### src/rtl/psum_acc_bank.sv
`timescale 1ns/1ps
// psum_acc_bank
//   Multi-pass partial-sum accumulation and activation bank. It sits after
//   the MAC array / OFIFO path.
//   Operation:
//     - num_pass passes of num_vec vectors are accumulated into a local
//       buffer. Pass 0 overwrites the buffer; later passes do a per-channel
//       signed saturating add.
//     - The finished tile is then drained vector-by-vector, with optional
//       ReLU applied on the way out.
//   Ports:
//     clk, reset       clock; asynchronous active-high reset
//     start            begin a tile (honoured only in IDLE); latches num_vec,
//                      num_pass and relu_en
//     num_vec          vectors per pass (0 -> 1, >depth -> depth)
//     num_pass         passes to accumulate (0 -> 1)
//     relu_en          apply max(x,0) per channel on drain
//     in_valid/in_ready/in     input vector handshake, channel c at [psum_bw*c +: psum_bw]
//     out_valid/out_ready/out  output vector handshake; out is 0 when out_valid=0
//     busy             state != IDLE
//     done             one-cycle pulse after the final output handshake
module psum_acc_bank #(
  parameter int col     = 8,
  parameter int psum_bw = 16,
  parameter int depth   = 16,
  parameter int pass_bw = 8
) (
  input  logic                       clk,
  input  logic                       reset,
  input  logic                       start,
  input  logic [$clog2(depth+1)-1:0] num_vec,
  input  logic [pass_bw-1:0]         num_pass,
  input  logic                       relu_en,
  input  logic                       in_valid,
  output logic                       in_ready,
  input  logic [psum_bw*col-1:0]     in,
  output logic                       out_valid,
  input  logic                       out_ready,
  output logic [psum_bw*col-1:0]     out,
  output logic                       busy,
  output logic                       done
);

  localparam int VW = $clog2(depth + 1);
  localparam int PW = (depth > 1) ? $clog2(depth) : 1;
  localparam int W  = psum_bw * col;

  typedef enum logic [1:0] {IDLE, ACCUM, DRAIN} state_t;

  state_t             state, state_nxt;
  logic [PW-1:0]      ptr;
  logic [PW-1:0]      nv_last;
  logic [pass_bw-1:0] pass;
  logic [pass_bw-1:0] np_last;
  logic               relu_q;

  logic [PW-1:0]      nv_clamp;
  logic [pass_bw-1:0] np_clamp;

  logic [W-1:0]       mem [depth];
  logic [W-1:0]       rd;
  logic [W-1:0]       acc_sum;
  logic [W-1:0]       act;

  logic               in_fire;
  logic               out_fire;
  logic               vec_last;
  logic               pass_last;

  // Config is stored as "last index" so the end-of-pass and end-of-tile tests
  // are plain equality compares against the running counters.
  always_comb begin
    nv_clamp = '0;
    if (num_vec == '0)
      nv_clamp = '0;
    else if (num_vec > VW'(depth))
      nv_clamp = PW'(depth - 1);
    else
      nv_clamp = PW'(num_vec - 1'b1);
  end

  assign np_clamp = (num_pass == '0) ? '0 : num_pass - 1'b1;

  assign vec_last  = (ptr == nv_last);
  assign pass_last = (pass == np_last);
  assign in_fire   = in_valid & in_ready;
  assign out_fire  = out_valid & out_ready;

  always_ff @(posedge clk or posedge reset) begin
    if (reset)
      state <= IDLE;
    else
      state <= state_nxt;
  end

  always_comb begin
    state_nxt = state;
    in_ready  = 1'b0;
    out_valid = 1'b0;
    busy      = (state != IDLE);
    case (state)
      IDLE: begin
        if (start)
          state_nxt = ACCUM;
      end
      ACCUM: begin
        in_ready = 1'b1;
        if (in_fire && vec_last && pass_last)
          state_nxt = DRAIN;
      end
      DRAIN: begin
        out_valid = 1'b1;
        if (out_fire && vec_last)
          state_nxt = IDLE;
      end
      default: state_nxt = IDLE;
    endcase
  end

  always_ff @(posedge clk or posedge reset) begin
    if (reset) begin
      ptr     <= '0;
      pass    <= '0;
      nv_last <= '0;
      np_last <= '0;
      relu_q  <= 1'b0;
      done    <= 1'b0;
    end else begin
      done <= 1'b0;
      case (state)
        IDLE: begin
          if (start) begin
            nv_last <= nv_clamp;
            np_last <= np_clamp;
            relu_q  <= relu_en;
            ptr     <= '0;
            pass    <= '0;
          end
        end
        ACCUM: begin
          if (in_fire) begin
            if (vec_last) begin
              ptr  <= '0;
              pass <= pass + 1'b1;
            end else begin
              ptr <= ptr + 1'b1;
            end
          end
        end
        DRAIN: begin
          if (out_fire) begin
            if (vec_last) begin
              ptr  <= '0;
              done <= 1'b1;
            end else begin
              ptr <= ptr + 1'b1;
            end
          end
        end
        default: ptr <= '0;
      endcase
    end
  end

  // The buffer is not reset. The read is combinational, so a beat written
  // this cycle is seen by the next beat even when it hits the same entry
  // (num_vec=1).
  always_ff @(posedge clk) begin
    if (in_fire)
      mem[ptr] <= (pass == '0) ? in : acc_sum;
  end

  assign rd = mem[ptr];

  logic signed [psum_bw:0]   s;
  logic        [psum_bw-1:0] a;
  logic        [psum_bw-1:0] b;
  logic        [psum_bw-1:0] x;

  always_comb begin
    acc_sum = '0;
    act     = '0;
    s       = '0;
    a       = '0;
    b       = '0;
    x       = '0;
    for (int unsigned c = 0; c < col; c++) begin
      a = rd[c*psum_bw +: psum_bw];
      b = in[c*psum_bw +: psum_bw];
      s = {a[psum_bw-1], a} + {b[psum_bw-1], b};
      // Overflow shows up as the two top bits of the widened sum differing.
      if (s[psum_bw] != s[psum_bw-1])
        acc_sum[c*psum_bw +: psum_bw] = s[psum_bw] ? {1'b1, {(psum_bw-1){1'b0}}}
                                                   : {1'b0, {(psum_bw-1){1'b1}}};
      else
        acc_sum[c*psum_bw +: psum_bw] = s[psum_bw-1:0];
      x = rd[c*psum_bw +: psum_bw];
      act[c*psum_bw +: psum_bw] = (relu_q && x[psum_bw-1]) ? '0 : x;
    end
  end

  assign out = out_valid ? act : '0;

endmodule

### config.mk
export PLATFORM = sky130hd
export DESIGN_NAME = psum_acc_bank
export DESIGN_NICKNAME = d
export VERILOG_FILES = /design/src/rtl/psum_acc_bank.sv
export SDC_FILE = /design/constraint.sdc
export NUM_CORES = 2
export LEC_CHECK = 0
export ABC_AREA = 1
export ABC_CLOCK_PERIOD_IN_PS = 9300
export BUFFER_PORTS_ARGS = -buffer_cell sky130_fd_sc_hd__buf_2
export CAP_MARGIN = 25
export CORE_MARGIN = 1.5
export CORE_UTILIZATION = 37
export DETAILED_ROUTE_END_ITERATION = 12
export PLACE_DENSITY = 0.59
export REMOVE_ABC_BUFFERS = 1
export SYNTH_ARGS = -nofsm -noshare
export SYNTH_HDL_FRONTEND = slang
export SYNTH_SLANG_ARGS = --single-unit
### constraint.sdc
create_clock -name clk -period 9.3 [get_ports clk]
set_input_delay 1.395 -clock clk [delete_from_list [all_inputs] [get_ports clk]]
set_output_delay 1.395 -clock clk [all_outputs]
set_load 0.05 [all_outputs]
---- Word-level counts from Yosys, hierarchy flattened ----
Memory sizes are Yosys's and may differ from the RTL's.
Index checks and enable logic that the tools add are counted.
storage, ports and cells
  bits in registers ....................... 28
  RAM bits ................................ 2048
  word-level logic and storage cells ...... 111
  memories kept ........................... 1
memories
  memory  words  bits a word  read ports  clocked after Yosys merged registers in  wr ports  RTL line  RTL
  mem     16     128          1           0                                        1         60        logic [W-1:0] mem [depth];
cells by class
  $add $sub $neg .......................... 12
  $lt $le $gt $ge ......................... 1
  equal/unequal tests ..................... 18
  multiplexer cells ....................... 49
  bitwise operators ....................... 2
  reductions and logical operators ........ 21
operators with widths
  cell                                              count
  2-to-1 mux 16 bit                                 24
  2-to-1 mux 128 bit                                2
  adder 16 x 16 -> 17 bit                           8
  2-to-1 mux 8 bit                                  4
  2-to-1 mux 4 bit                                  6
  logical NOT 8 bit                                 2
  one-hot mux 8 bit (2 select lines)                1
  inequality test 2 bit, second input constant      6
  one-hot mux 4 bit (3 select lines)                1
  logical AND 1 bit                                 11
  adder 8 x 1 -> 8 bit, second input constant       1
  equality test 8 bit                               1
  inequality test 1 bit                             8
  subtractor 8 x 1 -> 8 bit, second input constant  1
  2-to-1 mux 1 bit                                  7
  2-to-1 mux 2 bit                                  3
  one-hot mux 2 bit (3 select lines)                1
  AND reduction 3 bit                               2
  > comparator 5 bit, second input constant         1
  logical NOT 5 bit                                 1
  adder 4 x 1 -> 4 bit, second input constant       1
  equality test 4 bit                               1
  AND reduction 4 bit                               1
  nonzero test 2 bit                                2
  other kinds (6)                                   7

---- Longest topological paths before layout ----
  depth in word-level cells ............... 7
  mapped depth ............................ 30
  gate-level depth less buffers ........... 25

---- Worst setup path before layout ----
OpenSTA, ideal clock, no wires.
  path type ............................... input-to-reg
  start point ............................. input in_valid
  end point ............................... memory mem[0][0] (netlist bit) (enable)
  data arrival time ....................... 6.977 ns
  required time ........................... 8.683 ns
  slack ................................... 1.707 ns
  stages .................................. 4
  path buffers ............................ 0
  cell sequence ........................... nand2_1 > inv_1 > nand2_1 > nor2_1
on the way
  word-level cells in the longest chain between the ends .. 3
ends and longest elaborated chain
  what               RTL line  RTL
  start, declared    34        input logic in_valid,
  bitwise AND 1 bit  86        assign in_fire = in_valid & in_ready;
  2-to-1 mux 1 bit   169       if (in_fire)
  2-to-1 mux 1 bit   170       mem[ptr] <= (pass == '0) ? in : acc_sum;
  end, declared      60
Every way passes these cells.

---- Worst setup path in the final report ----
  start point ............................. register ptr[0]
  end point ............................... memory mem[2][49] (netlist bit) (data pin)
on the way
  word-level cells in the longest chain between the ends .. 5
ends and longest elaborated chain
  what                                                               RTL line  RTL
  start, declared                                                    51        logic [PW-1:0] ptr;
  start signal, assigned                                             146       ptr <= ptr + 1'b1;
  start signal, assigned                                             156       ptr <= ptr + 1'b1;
  memory (16 x 128 bit) *                                            n/a
  adder 16 x 16 -> 17 bit *                                          190       s = {a[psum_bw-1], a} + {b[psum_bw-1], b};
  2-to-1 mux 16 bit / inequality test 1 bit (equally long branches)  193, 192
  2-to-1 mux 16 bit *                                                192       if (s[psum_bw] != s[psum_bw-1])
  2-to-1 mux 128 bit *                                               170
Mark *: on every way between the ends. The rest lies on a longest branch, timed or not.

==> results.md <==
Status:
- The run finished with clean final reports.

Placement:
- At the end of routability-driven placement, the weighted congestion stood at between 0.8 and 0.9.
- Before CTS, the worst setup slack after placement is 2770 ps.
- The number of buffers added on ports is roughly 280.
- The wire-length estimate of the detail-placed layout is about 140 mm.

Routing:
- The total detailed-routing wirelength is approximately 270 mm.
- The remaining design rule violation count is 0.
- The violation count after the first detailed-route iteration is about 6500.
- The remaining antenna violation count is 0.
- The number of iterations in the first detailed-routing pass is 6.
- After detailed routing, the number of vias per cell comes to approximately 5.5.
- Dividing the detail-routed wire length by the instance count gives around 23 um.
- The routed via count is around 65000.

STA:
- The setup slack of the critical path after layout is 2720 ps.
- The total setup violations reported at the end of the flow is 0.
- Setup repair after global routing left no endpoint under its margin.
- The shortest period the worst path allows is ~6600 ps.
- The total count of max-transition violations in the final report is 0.
- The post-route setup TNS is 0 ps.
- On the final layout, the worst clock skew is 63.9 ps.
- The maximum operating frequency is about 0.15 GHz.
- The part of the cycle the worst path needs is 0.707.
- The final-report hold violation count is 0.
- At the pin with the least slew margin, the transition time is between 1000 and 1500 ps.
- In this run the tightest slew margin relative to its limit is 0.146.

Layout:
- Of the cells placed in the final design, the portion with a size suffix greater than 1 is 0.0986.
- The multi-input combinational cell area is ~26000 um2.
- The area growth from synthesis to layout is 12.3%.
- The final layout contains 8721 nets.
- The area taken by flip-flops and latches is between 60000 and 70000 um2.
- The most frequent standard cell in the layout excluding fill and tap cells is edfxtp_1.
- The number of filler instances in the final layout is between 20000 and 25000.
- The top cell types in the final layout, fill and taps aside, are 2048 x edfxtp_1, 1573 x nand2_1, 1390 x nor2_1.

Power and ir drop:
- The power density over the cells is 369 nW/um2.
- Across the VDD grid, the largest voltage drop is between 400 and 500 uV.
- The overall power consumption is roughly 38 mW.
- For this design the static power due to leakage is around 37 nW.

Floorplan:
- The die span in x is roughly 500 um.
- The floorplan step set the die height to about 500 um.
- The starting density of the core is 0.372.
- The floorplan has between 150 and 200 rows.
- The die area is 250000 um2.
- Pin placement for this block handled 279 I/O pins.
- The standard cell core area is between 200000 and 250000 um2.

Clock tree:
- After clock tree synthesis, the setup repair step added 0 buffers.
- The insertion delay of the later-clocked pin in the worst-skew pair is between 800 and 900 ps.
- Clock-pin slew was measured on the worst setup and hold paths at about 70 ps.
- The clock tree from TritonCTS is built.
- The count of hold buffers inserted by post-cts repair is 0.
- Gates resized during post-CTS repair numbered 0.
- In this run the clock root is driven by a clkbuf_16.
- The total CTS buffers is between 200 and 250.
- Clock tree synthesis found a total of around 2100 sinks.
- CTS built an H-tree with a depth of 4.
- The number of buffers on the longest clock path is 3.

Setup path:
- The worst reg2reg path depth is 21.
- The critical path start-end classification is reg2reg.
- In this run the worst path has a maximum fanout of 170.
- At the worst endpoint, the arrival time is about 7000 ps.
- The worst path required time is roughly 9800 ps.
- In this run the register-to-register setup slack is approximately 2700 ps.
- The capturing point of the worst reg2reg path is mem[2][49].
- The startpoint identified for the worst register-to-register timing path is ptr[0].
- The endpoint class of the critical path is a register.
- The worst setup path is launched from a register.

Yosys:
- The count of flip-flops with a built-in enable after synthesis is approximately 2000.
- The largest area contributor in the synthesized netlist is edfxtp_1.
- The fraction of the yosys area taken by sequential cells is 0.680.
- Synthesis inferred approximately 2100 register bits.
- Synthesis produced a netlist whose cell count is 8261.
- The top cell type's share of synthesized area is 0.672.
- The post-synthesis cell area is around 91000 um2.
- The count of distinct cell types in the synthesized netlist is 50.
- Dividing the synthesized area by the synthesized cell count gives about 11 um2.
- Of all flip-flops after synthesis, the portion carrying an async set or reset was 0.0135.
- After synthesis, the cell types taking the most area are edfxtp_1 67%, nand2_1 6.5%, nor2_1 5.8%.
- The count of synthesis-stage warnings from yosys is 0.
- Among all flip-flop cells after synthesis, the most frequent one is edfxtp_1.

Global routing:
- The maximum number of pins on one net before global-route repair is between 200 and 250.
- The via count of the first global-routing pass is between 60000 and 70000.
- The global-route wire length before repair is 398 mm.
- In the global route stage, overall resource usage came out at 0.211.
- The number of antenna violations at the first check in global routing is 25.
- For this run the aggregate overflow at the end of global routing stands at 0.

Flow run:
- The count of max-cap constraint violations is 0.

Hold path:
- The worst hold path cell count is 2.
- The destination of the worst hold path is state[0].
- The min-delay analysis places its worst path in the category reg2reg.
- The startpoint of the most critical hold path is state[0].
final cells by class:
class,instances,share of cell area
clock buffer,254,0.0537
sequential,2076,0.605
clock inverter,136,0.0105
multi-input combinational,5394,0.253
antenna,11,0.000268
inverter,336,0.0126
timing repair buffer,397,0.0256
tap,3220,0.0392
synth_stat cells, types with 13 or more instances:
cell type / instances
o21bai_1: 17
clkbuf_1: 213
inv_1: 314
nand3b_1: 32
o21ai_0: 1046
a21oi_1: 192
nor2_1: 1409
o21ai_1: 57
buf_1: 15
xor2_1: 35
edfxtp_1: 2048
nand3_1: 165
buf_6: 22
o22ai_1: 518
nor2_2: 67
buf_2: 174
dfrtp_1: 28
xnor2_1: 13
ha_1: 153
or2_2: 14
inv_2: 18
nand2_2: 16
buf_4: 26
nand2_1: 1574
through the flow:
stage | area [um2] | hold WS, ps | cells | utilization
floorplan | 89300 | 467 | 7806 | -
global placement | 96000 | 488 | 11400 | 0.390
detailed placement | 96000 | 499 | 11400 | 0.390
CTS | 103000 | 513 | 11800 | 0.417
global route | 103000 | 532 | 11800 | 0.418
finish | 103000 | 513 | 11800 | 0.418
critical path: stages, from the launching register on:
cell and delay (ps):
dfrtp_4 560, buf_12 590, buf_4 790, o21ai_0 200, o22ai_1 180, nand2_1 80
nand2_1 100, nor2_1 70, inv_1 50, ha_1 180, inv_1 70, fa_1 410
nand3b_1 170, nand2_1 140, nand3_1 90, nand2_1 150, nand2_1 90, nand3_1 120
nand2_1 90, ha_1 530, nand3_2 380, a22oi_1 970
cells by family (layout without fill, tap and decap cells):
logic type	Yosys count	count (layout)	synth area share
and+or+nand+nor	3320	3320	0.144
DFF	2076	2076	0.680
AOI/OAI and AO/OA	1863	1863	0.110
buffers and inverters	791	1123	0.0379
adders and majority gates	161	161	0.0227
xor gates and xnor gates	49	49	0.00490
muxes	1	1	0.000109
other	0	11	0
worst max path at each step:
| stage | from | end | slack (ps) | cells after the start |
|---|---|---|---|---|
| global placement | ptr[0] | mem[15][48] | 2900 | 21 |
| finish | ptr[0] | mem[2][49] | 2720 | 21 |
| detailed placement | ptr[0] | mem[15][48] | 2770 | 21 |
| floorplan | ptr[0] | mem[0][2] | -29540 | 23 |
| global route | ptr[0] | mem[10][20] | 2170 | 24 |
| CTS | ptr[0] | mem[9][48] | 2770 | 21 |
where the power goes:
group	internal [mW]	total, mW	switching [mW]
Sequential	13.3	13.5	0.128
Combinational	4.17	16.3	12.2
Clock	4.50	8.15	3.65
flip-flops by register name (all words and copies together) (netlist names):
signal   count
mem       2048
np_last      8
pass         8
nv_last      4
ptr          4
state        2
done         1
relu_q       1
metal layers:
metal,up-vias,GRT usage,share of wire
li1,29500,-,-
met1,32100,0.304,0.45
met2,2517,0.333,0.45
met3,417,0.0307,0.077
met4,10,0.0591,0.024
met5,-,0,0.00028
Note: power is estimated with default switching activity, not from simulation.
